--- src/rtl/sop_edge_monitor.sv ---
// rtl/sop_edge_monitor.sv - synchronizes a complementary pair, glitch-filters it, emits edge pulses and counts
module sop_edge_monitor #(
    parameter int STABLE_CYCLES = 3,
    parameter int CNT_W         = 8
) (
    input  logic             clk,
    input  logic             reset,
    input  logic             out_in,
    input  logic             out_n_in,
    input  logic             clear,
    output logic             filt_out,
    output logic             rise_pulse,
    output logic             fall_pulse,
    output logic [CNT_W-1:0] rise_count,
    output logic [CNT_W-1:0] fall_count,
    output logic             fault
);

    localparam int QW = $clog2(STABLE_CYCLES + 1);
    localparam logic [QW-1:0] QTARGET = QW'(STABLE_CYCLES);

    typedef enum logic [1:0] {
        LOW       = 2'd0,
        QUAL_HIGH = 2'd1,
        HIGH      = 2'd2,
        QUAL_LOW  = 2'd3
    } state_e;

    state_e           state_q;
    logic [QW-1:0]    qcnt_q;
    logic             out_s1_q, out_s2_q, out_n_s1_q, out_n_s2_q;
    logic             filt_q, rise_q, fall_q, fault_q;
    logic [CNT_W-1:0] rise_cnt_q, fall_cnt_q;

    logic          pair_valid, want_high, want_low, rise_ev, fall_ev;
    logic [QW-1:0] qcnt_inc;

    // The complement chain resets to 1 so the pair looks valid (low) right after reset.
    always_ff @(posedge clk or posedge reset) begin
        if (reset) begin
            out_s1_q   <= 1'b0;
            out_s2_q   <= 1'b0;
            out_n_s1_q <= 1'b1;
            out_n_s2_q <= 1'b1;
        end else begin
            out_s1_q   <= out_in;
            out_s2_q   <= out_s1_q;
            out_n_s1_q <= out_n_in;
            out_n_s2_q <= out_n_s1_q;
        end
    end

    always_comb begin
        pair_valid = out_s2_q != out_n_s2_q;
        want_high  = pair_valid && out_s2_q;
        want_low   = pair_valid && !out_s2_q;
        qcnt_inc   = qcnt_q + QW'(1);
        rise_ev    = want_high && ((state_q == LOW && STABLE_CYCLES == 1) ||
                                   (state_q == QUAL_HIGH && qcnt_inc == QTARGET));
        fall_ev    = want_low && ((state_q == HIGH && STABLE_CYCLES == 1) ||
                                  (state_q == QUAL_LOW && qcnt_inc == QTARGET));
    end

    always_ff @(posedge clk or posedge reset) begin
        if (reset) begin
            state_q <= LOW;
            qcnt_q  <= '0;
            filt_q  <= 1'b0;
            rise_q  <= 1'b0;
            fall_q  <= 1'b0;
        end else begin
            rise_q <= rise_ev;
            fall_q <= fall_ev;
            if (rise_ev) begin
                state_q <= HIGH;
                qcnt_q  <= '0;
                filt_q  <= 1'b1;
            end else if (fall_ev) begin
                state_q <= LOW;
                qcnt_q  <= '0;
                filt_q  <= 1'b0;
            end else begin
                case (state_q)
                    LOW: if (want_high) begin
                        state_q <= QUAL_HIGH;
                        qcnt_q  <= QW'(1);
                    end
                    QUAL_HIGH: if (want_high) begin
                        qcnt_q <= qcnt_inc;
                    end else begin
                        state_q <= LOW;
                        qcnt_q  <= '0;
                    end
                    HIGH: if (want_low) begin
                        state_q <= QUAL_LOW;
                        qcnt_q  <= QW'(1);
                    end
                    QUAL_LOW: if (want_low) begin
                        qcnt_q <= qcnt_inc;
                    end else begin
                        state_q <= HIGH;
                        qcnt_q  <= '0;
                    end
                    default: begin
                        state_q <= LOW;
                        qcnt_q  <= '0;
                    end
                endcase
            end
        end
    end

    // Clear beats a same-cycle count event, but a same-cycle invalid pair beats clear.
    always_ff @(posedge clk or posedge reset) begin
        if (reset) begin
            rise_cnt_q <= '0;
            fall_cnt_q <= '0;
            fault_q    <= 1'b0;
        end else begin
            if (clear) begin
                rise_cnt_q <= '0;
                fall_cnt_q <= '0;
            end else begin
                if (rise_ev && rise_cnt_q != '1) rise_cnt_q <= rise_cnt_q + CNT_W'(1);
                if (fall_ev && fall_cnt_q != '1) fall_cnt_q <= fall_cnt_q + CNT_W'(1);
            end
            fault_q <= !pair_valid || (fault_q && !clear);
        end
    end

    assign filt_out   = filt_q;
    assign rise_pulse = rise_q;
    assign fall_pulse = fall_q;
    assign rise_count = rise_cnt_q;
    assign fall_count = fall_cnt_q;
    assign fault      = fault_q;

endmodule
--- config.mk ---
export PLATFORM = sky130hd
export DESIGN_NAME = sop_edge_monitor
export DESIGN_NICKNAME = d
export VERILOG_FILES = /design/src/rtl/sop_edge_monitor.sv
export SDC_FILE = /design/constraint.sdc
export NUM_CORES = 1
export LEC_CHECK = 0
export ABC_AREA = 1
export ABC_CLOCK_PERIOD_IN_PS = 1800
export BUFFER_PORTS_ARGS = -buffer_cell sky130_fd_sc_hd__buf_4
export CORE_AREA = 2 2 83 85
export DETAILED_ROUTE_END_ITERATION = 12
export DIE_AREA = 0 0 85 87
export GPL_TIMING_DRIVEN = 1
export MAX_ROUTING_LAYER = met4
export SKIP_LAST_GASP = 1
export SLEW_MARGIN = 30
export SYNTH_ARGS = -nofsm -noshare
export SYNTH_HDL_FRONTEND = slang
export SYNTH_SLANG_ARGS = --single-unit
--- constraint.sdc ---
create_clock -name clk -period 1.8 [get_ports clk]
set_input_delay 0.54 -clock clk [delete_from_list [all_inputs] [get_ports clk]]
set_output_delay 0.54 -clock clk [all_outputs]
set_load 0.02 [all_outputs]
==> results of run 1 <==
[final cells by class]
cell class,count,area share
well taps,80,0.05249
inverters,21,0.04265
repair buffers,25,0.09843
flip-flops and latches,28,0.3688
clock buffers,4,0.02887
multi-input cells,138,0.4088
[power by group]
group / internal [mW] / total [mW] / switching [mW]
sequential: 0.687 / 0.759 / 0.0716
combinational: 0.0993 / 0.266 / 0.167
clock: 0.196 / 0.386 / 0.190
total: 0.982 / 1.41 / 0.429
[Yosys cell counts]
master / number
inv_2: 4
nand3_4: 2
nand3_2: 1
nor2_4: 3
dfrtp_1: 26
nand2_4: 2
o221ai_1: 1
inv_4: 1
o21ai_1: 4
a21oi_2: 1
buf_2: 1
o21ai_0: 3
nor2_8: 1
mux2i_1: 1
inv_1: 16
nor2_2: 1
o21bai_1: 1
a21oi_1: 2
nor3b_1: 1
nand3_1: 17
a21o_1: 1
xnor2_1: 1
buf_4: 1
nand2_2: 4
dfstp_2: 2
ha_1: 7
nand2_1: 59
xor2_1: 5
nand4_1: 3
and3_1: 1
nor2_1: 16
[state kept, by name, summed over array words and instances, names as in the netlist]
signal / cells
fall_count: 8
rise_count: 8
qcnt_q: 2
state_q: 2
fall_pulse: 1
fault: 1
filt_out: 1
out_n_s1_q: 1
out_n_s2_q: 1
out_s1_q: 1
out_s2_q: 1
rise_pulse: 1
[final timing paths]
kind / cells past startpoint / endpoint / slack (ns)
max: 8 / fall_count[7] / 0.27
min: 3 / rise_pulse / 0.32
max reg2reg: 8 / fall_count[7] / 0.27
min reg2reg: 0 / out_s2_q / 0.36
max in group asynchronous: 3 / out_n_s2_q / 1.16
min in group clk: 0 / out_s2_q / 0.36
[stage by stage]
step	setup slack, ns	utilization	hold slack, ns	instances	power (mW)
floorplan	0.4411	-	0.3312	189	0.9737
finish	0.2738	0.2903	0.3209	296	1.411
global route	0.1133	0.2903	0.3473	296	1.516
detailed placement	0.2881	0.2819	0.3364	292	1.042
CTS	0.2629	0.2903	0.3378	296	1.446
global placement	0.3240	0.2819	0.3361	292	1.042
[metal layers]
metal	up-vias	global-route usage	wire [um]
met4	0	0.01299	15
met1	576	0.1257	1525
li1	659	-	-
met3	4	0.02370	145
met2	24	0.1570	1368
met5	-	-	0
[cell families (layout without fill, tap and decap cells)]
| kind of cell | Yosys count | after routing | share of synthesized area |
|---|---|---|---|
| muxes | 1 | 1 | 0.006349 |
| xor gates and xnor gates | 6 | 6 | 0.03333 |
| AOI/OAI and AO/OA | 13 | 13 | 0.04921 |
| DFF | 28 | 28 | 0.4460 |
| and+or+nand+nor | 111 | 111 | 0.3500 |
| buffers and inverters | 23 | 50 | 0.05952 |
| adders and majority gates | 7 | 7 | 0.05555 |
[worst register-to-register path, delay by kind of cell, from the launching register on]
kind / cells / cell delay (ns)
DFF: 1 / 0.56
adders and majority gates: 1 / 0.24
buffers and inverters: 1 / 0.06
and+or+nand+nor: 6 / 0.57
==> run metrics, run 1 <==
status=completed; Mapped Cells=189; Largest stage delay, worst path=0.56 ns; WL final=3055 um; Design Area, Final=1907 um2; Synthesized Nets=201; Residual DRC=0; setup violators final=0; Crit Reg-Reg Startpoint=out_n_s2_q; clock buffer count from CTS=3; antenna viol nets, final=0; Synth area leaders=dfrtp_1, nand2_1, ha_1, nand3_1, inv_1; critical path launch point type=flip-flop; layout cells sized above 1=0.2361; dominant cell type by area after synthesis=dfrtp_1; GPL Wtd Cong=0.7851; pwr dens=739.9 nW/um2; width of the die=85 um; number of global-route vias before repair=1,277; max cap viols=0; most used cell along the critical path=nand2_1; CTS Sinks=28; Crit path max-delay family=simple AND/OR/NAND/NOR gates; top-level I/O count=25; Final period util=0.8479; Row Count=30; Vias=1,263; Reg clk slew, reported paths=0.09 ns; Worst Path Max Fanout=6; first-pass GRT wire length=5720 um; clk_lat worst skew=0.27 ns; CTS tree=yes; Worst-Margin Slew=0.3753 ns; Seq. cell area=703.2 um2; Hold Fails Final Rpt=0; Fillers=690; clk buf depth=2; root buffer cell=clkbuf_8; Port-buffer cells=24; initial core utilization=0.2400; antenna violations before repair=0; unrepaired setup endpoints after global routing=false; Yosys reg bits=28; mapped cell area=1577 um2; Worst slew margin=0.7494; Slew Viols, Final=0; CP endpoint kind=flip-flop; Area after DPL=1852 um2; critical path data arrival time=1.70 ns; Netlist cell types=31; Critical Path, Cell by Cell=ha_1, nand3_2, nor2_4, nand2_2, nand2_4, inv_4, nand2_1, nand2_1; hpwl dp=2338 um; CP bufs+invs=1; Via density=4.267; TritonRoute pass-1 iters=4; largest net degree at the start of global routing=29; commonest non-fill, non-tap cell in the layout=nand2_1; Lkg Pwr=0.9567 nW; core footprint=6569 um2; worst endpoint required time=1.97 ns; Total GRT Usage=0.09652; Crit Path Class=flip-flop to flip-flop; setup TNS=0 ns; CTS hold repair buffers=0; routed len/inst=10.32 um; Peak VDD IR=385.6 uV; HP Class=input pin to asynchronous set/reset pin; register area share after synthesis=0.4460; Initial DRC Count=44; H-Tree Depth=1; Avg Inst Size Synth=8.341 um2; gr ovfl total=0; Multi-input gate area=779.5 um2; Gates resized, CTS repair=0; # nets final=229; most frequent cells in the layout=nand2_1, dfrtp_1, buf_4; CP max-delay cell=dfstp_2; Synth top area share=0.4127; chip height=87 um; # diodes=0; Clock Skew=0.001924 ns; Post-CTS Setup Inserts=0; fin crit period=1.526 ns; Max Freq=0.6552 GHz; CP Launch Point=out_n_s2_q; Area Growth Syn to Fin=20.95%; YS warnings=0; total die area=7395 um2
Note: power is estimated with default switching activity, not from simulation.
==> run 2: changes to the inputs <==
--- a/config.mk
+++ b/config.mk
@@ -5,12 +5,12 @@
 export SDC_FILE = /design/constraint.sdc
 export NUM_CORES = 1
 export LEC_CHECK = 0
-export ABC_AREA = 1
-export ABC_CLOCK_PERIOD_IN_PS = 1800
+export ABC_AREA = 0
+export ABC_CLOCK_PERIOD_IN_PS = 1400
 export BUFFER_PORTS_ARGS = -buffer_cell sky130_fd_sc_hd__buf_4
-export CORE_AREA = 2 2 83 85
+export CORE_AREA = 2 2 77 79
 export DETAILED_ROUTE_END_ITERATION = 12
-export DIE_AREA = 0 0 85 87
+export DIE_AREA = 0 0 79 81
 export GPL_TIMING_DRIVEN = 1
 export MAX_ROUTING_LAYER = met4
 export SKIP_LAST_GASP = 1
==> constraint.sdc (replaced) <==
create_clock -name clk -period 1.4 [get_ports clk]
set_input_delay 0.42 -clock clk [delete_from_list [all_inputs] [get_ports clk]]
set_output_delay 0.42 -clock clk [all_outputs]
set_load 0.02 [all_outputs]
==> run 2 against run 1 <==
  * The run now ends with setup timing left
  * Design area increased by 16%
  * Critical endpoint unchanged
  * Utilization increased by 10 points
  * Clock-buffer cell count decreased by 1
  * Largest cell class is now flip-flops and latches
  * Clock skew increased by 0.0010 ns
  * Combinational power increased by 72%
  * Register-to-register slack got worse by 0.44 ns
  * Final cell count decreased by 9.5%
  * Critical path type unchanged
  * First-iteration DRC count decreased by 48%
  * Largest power group unchanged
==> run metrics, run 2 <==
Residual DRC=0; Crit Reg-Reg Startpoint=out_n_s2_q; unrepaired setup endpoints after global routing=true; mapped cell area=1345 um2; GPL Wtd Cong=0.7306; Mapped Cells=125; Avg Inst Size Synth=10.76 um2; Vias=1,165; R2R cell count=6; YS warnings=0; Clock Skew=0.002929 ns; CP max-delay cell=dfstp_2; hpwl dp=2199 um; Hold Fails Final Rpt=0; top-level I/O count=25; Port-buffer cells=24; CP endpoint kind=flip-flop; layout cells sized above 1=0.5233; Total Power=2.050 mW; failing checks=setup timing; Post-synth EDFFs=0; Initial DRC Count=23; Final period util=1.120; Worst Path Max Fanout=5; Area Growth Syn to Fin=64.56%; top cells by count, synth=dfrtp_1, nor2_1, nand2_1; status=complete, but fails checks; pwr dens=926.1 nW/um2; clock buffer count from CTS=3; final worst slack=-0.1682 ns; # nets final=206; most numerous cell in the Yosys netlist=dfrtp_1; Total GRT Usage=0.1084; first-pass GRT wire length=5126 um; antenna viol nets, final=0; chip height=81 um; Yosys reg bits=28; H-Tree Depth=1; gr ovfl total=0; critical path launch point type=flip-flop; Pint=1.498 mW; sequential share of power=0.463; worst slack, placed=-0.1819 ns; # diodes=0; Clock power frac=0.313; Max Freq=0.6377 GHz; TritonRoute pass-1 iters=4; dominant cell type by area after synthesis=dfrtp_1; Synth area leaders=dfrtp_1, ha_1, xor2_1, dfstp_2, nor2_1; CTS hold repair buffers=0; initial core utilization=0.2370; Net Switching=0.5518 mW; number of global-route vias before repair=1,134; CTS tree=yes; CTS Sinks=28; Gate power share=0.223; reg2reg end=fall_count[7]; critical path data arrival time=1.74 ns; fin crit period=1.568 ns; Synth top area share=0.4837; worst endpoint required time=1.58 ns; root buffer cell=clkbuf_8; WL final=3216 um; Largest stage delay, worst path=0.58 ns; Peak VDD IR=421.6 uV; setup violators final=17; Synthesized Nets=137; max cap viols=0; clk buf depth=2; total die area=6399 um2; Via density=4.347; clk_lat worst skew=0.28 ns; fin util=0.3900; most used cell along the critical path=o21a_1; flop-to-flop setup slack=-0.17 ns; Row Count=28; Reg clk slew, reported paths=0.10 ns; antenna violations before repair=0; HP Class=input pin to asynchronous set/reset pin; Worst slew margin=0.7599; Netlist cell types=33; Worst-Margin Slew=0.3602 ns; Critical Path, Cell by Cell=ha_4, nand4_4, inv_4, o211ai_1, o21a_1, o21a_1; Post-synth top flop=dfrtp_1; core footprint=5675 um2; commonest non-fill, non-tap cell in the layout=buf_4; Crit Path Class=flip-flop to flip-flop; switching share of power=0.2692; Lkg Pwr=1.049 nW; largest net degree at the start of global routing=29; width of the die=79 um; routed len/inst=12.00 um; Slew Viols, Final=0; most frequent cells in the layout=buf_4, buf_6, dfrtp_1; asr flop ratio synth=1.000; register area share after synthesis=0.5228
run 2: cell types whose count changed in the layout (fill, tap and decap cells not counted), moves of 8 or more:
| cell | previous run | this run |
|---|---|---|
| dfrtp_1 | 26 | 18 |
| buf_6 | 0 | 24 |
| nand2_1 | 59 | 11 |
| dfrtp_2 | 0 | 8 |
| buf_4 | 25 | 43 |
| nand3_1 | 17 | 1 |
| inv_1 | 16 | 3 |
run 2: area by class of cell:
class / instances / area, um2
inverters: 8 / 37.54
flip-flops and latches: 28 / 713.2
repair buffers: 67 / 593.1
multi-input cells: 86 / 704.4
clock buffers: 3 / 41.29
clock inverters: 1 / 30.03
fillers: 584 / 3462
well taps: 75 / 93.84
run 2: routing by layer:
metal | wire [um] | part of all wire | GRT usage | vias to the layer above
met2 | 1612 | 0.50 | 0.1780 | 12
met1 | 1466 | 0.46 | 0.1293 | 569
met4 | 76 | 0.024 | 0.06207 | 0
met5 | 0 | 0 | - | -
met3 | 61 | 0.019 | 0.01333 | 4
li1 | - | - | - | 580
run 2: how the worst max path moves through the flow:
stage,startpoint,endpoint,slack (ns)
2_1_floorplan,out_n_s2_q,fall_count[7],-0.09
3_3_place_gp,out_n_s2_q,rise_count[5],-0.13
3_5_place_dp,out_n_s2_q,rise_count[5],-0.18
4_1_cts,qcnt_q[0],rise_count[5],-0.13
5_1_grt,qcnt_q[0],fall_count[7],-0.24
6_report,out_n_s2_q,fall_count[7],-0.17
run 2: repair_timing:
item | CTS | global route
resized for setup | 19 | 16
endpoints found under the setup margin | 28 | 31
setup buffers | 8 | 11
pin swaps | 10 | 17
run 2: per-stage QoR:
step / hold slack, ns / area (um2) / TNS [ns] / std cells
2_1_floorplan: 0.3312 / 1433 / -0.3874 / 125
3_3_place_gp: 0.3380 / 1879 / -1.206 / 246
3_5_place_dp: 0.3387 / 1879 / -1.770 / 246
4_1_cts: 0.2141 / 2081 / -1.187 / 258
5_1_grt: 0.2176 / 2213 / -2.834 / 268
6_report: 0.2026 / 2213 / -1.463 / 268
run 2: worst max-delay path: cells and delay by family (launching register included):
kind                       cells  cell delay, ns
AOI/OAI and AO/OA              3            0.52
adders and majority gates      1            0.16
buffers and inverters          1            0.11
DFF                            1            0.58
and+or+nand+nor                1            0.11
run 2: power groups by stage:
stage / registers (mW) / logic [mW] / clock network, mW
6_report: 0.949 / 0.458 / 0.643
4_1_cts: 0.952 / 0.421 / 0.664
3_3_place_gp: 0.968 / 0.350 / 0
2_1_floorplan: 0.968 / 0.219 / 0
3_5_place_dp: 0.968 / 0.361 / 0
5_1_grt: 0.961 / 0.504 / 0.705
run 2: cell families after synthesis:
| logic type | synth area share |
|---|---|
| XOR/XNOR | 0.05861 |
| multiplexers | 0.02977 |
| AO/OA/AOI/OAI | 0.1191 |
| buffers and inverters | 0.03442 |
| adder cells (fa/ha/maj) | 0.06511 |
| flip-flops | 0.5228 |
| AND/OR/NAND/NOR | 0.1702 |
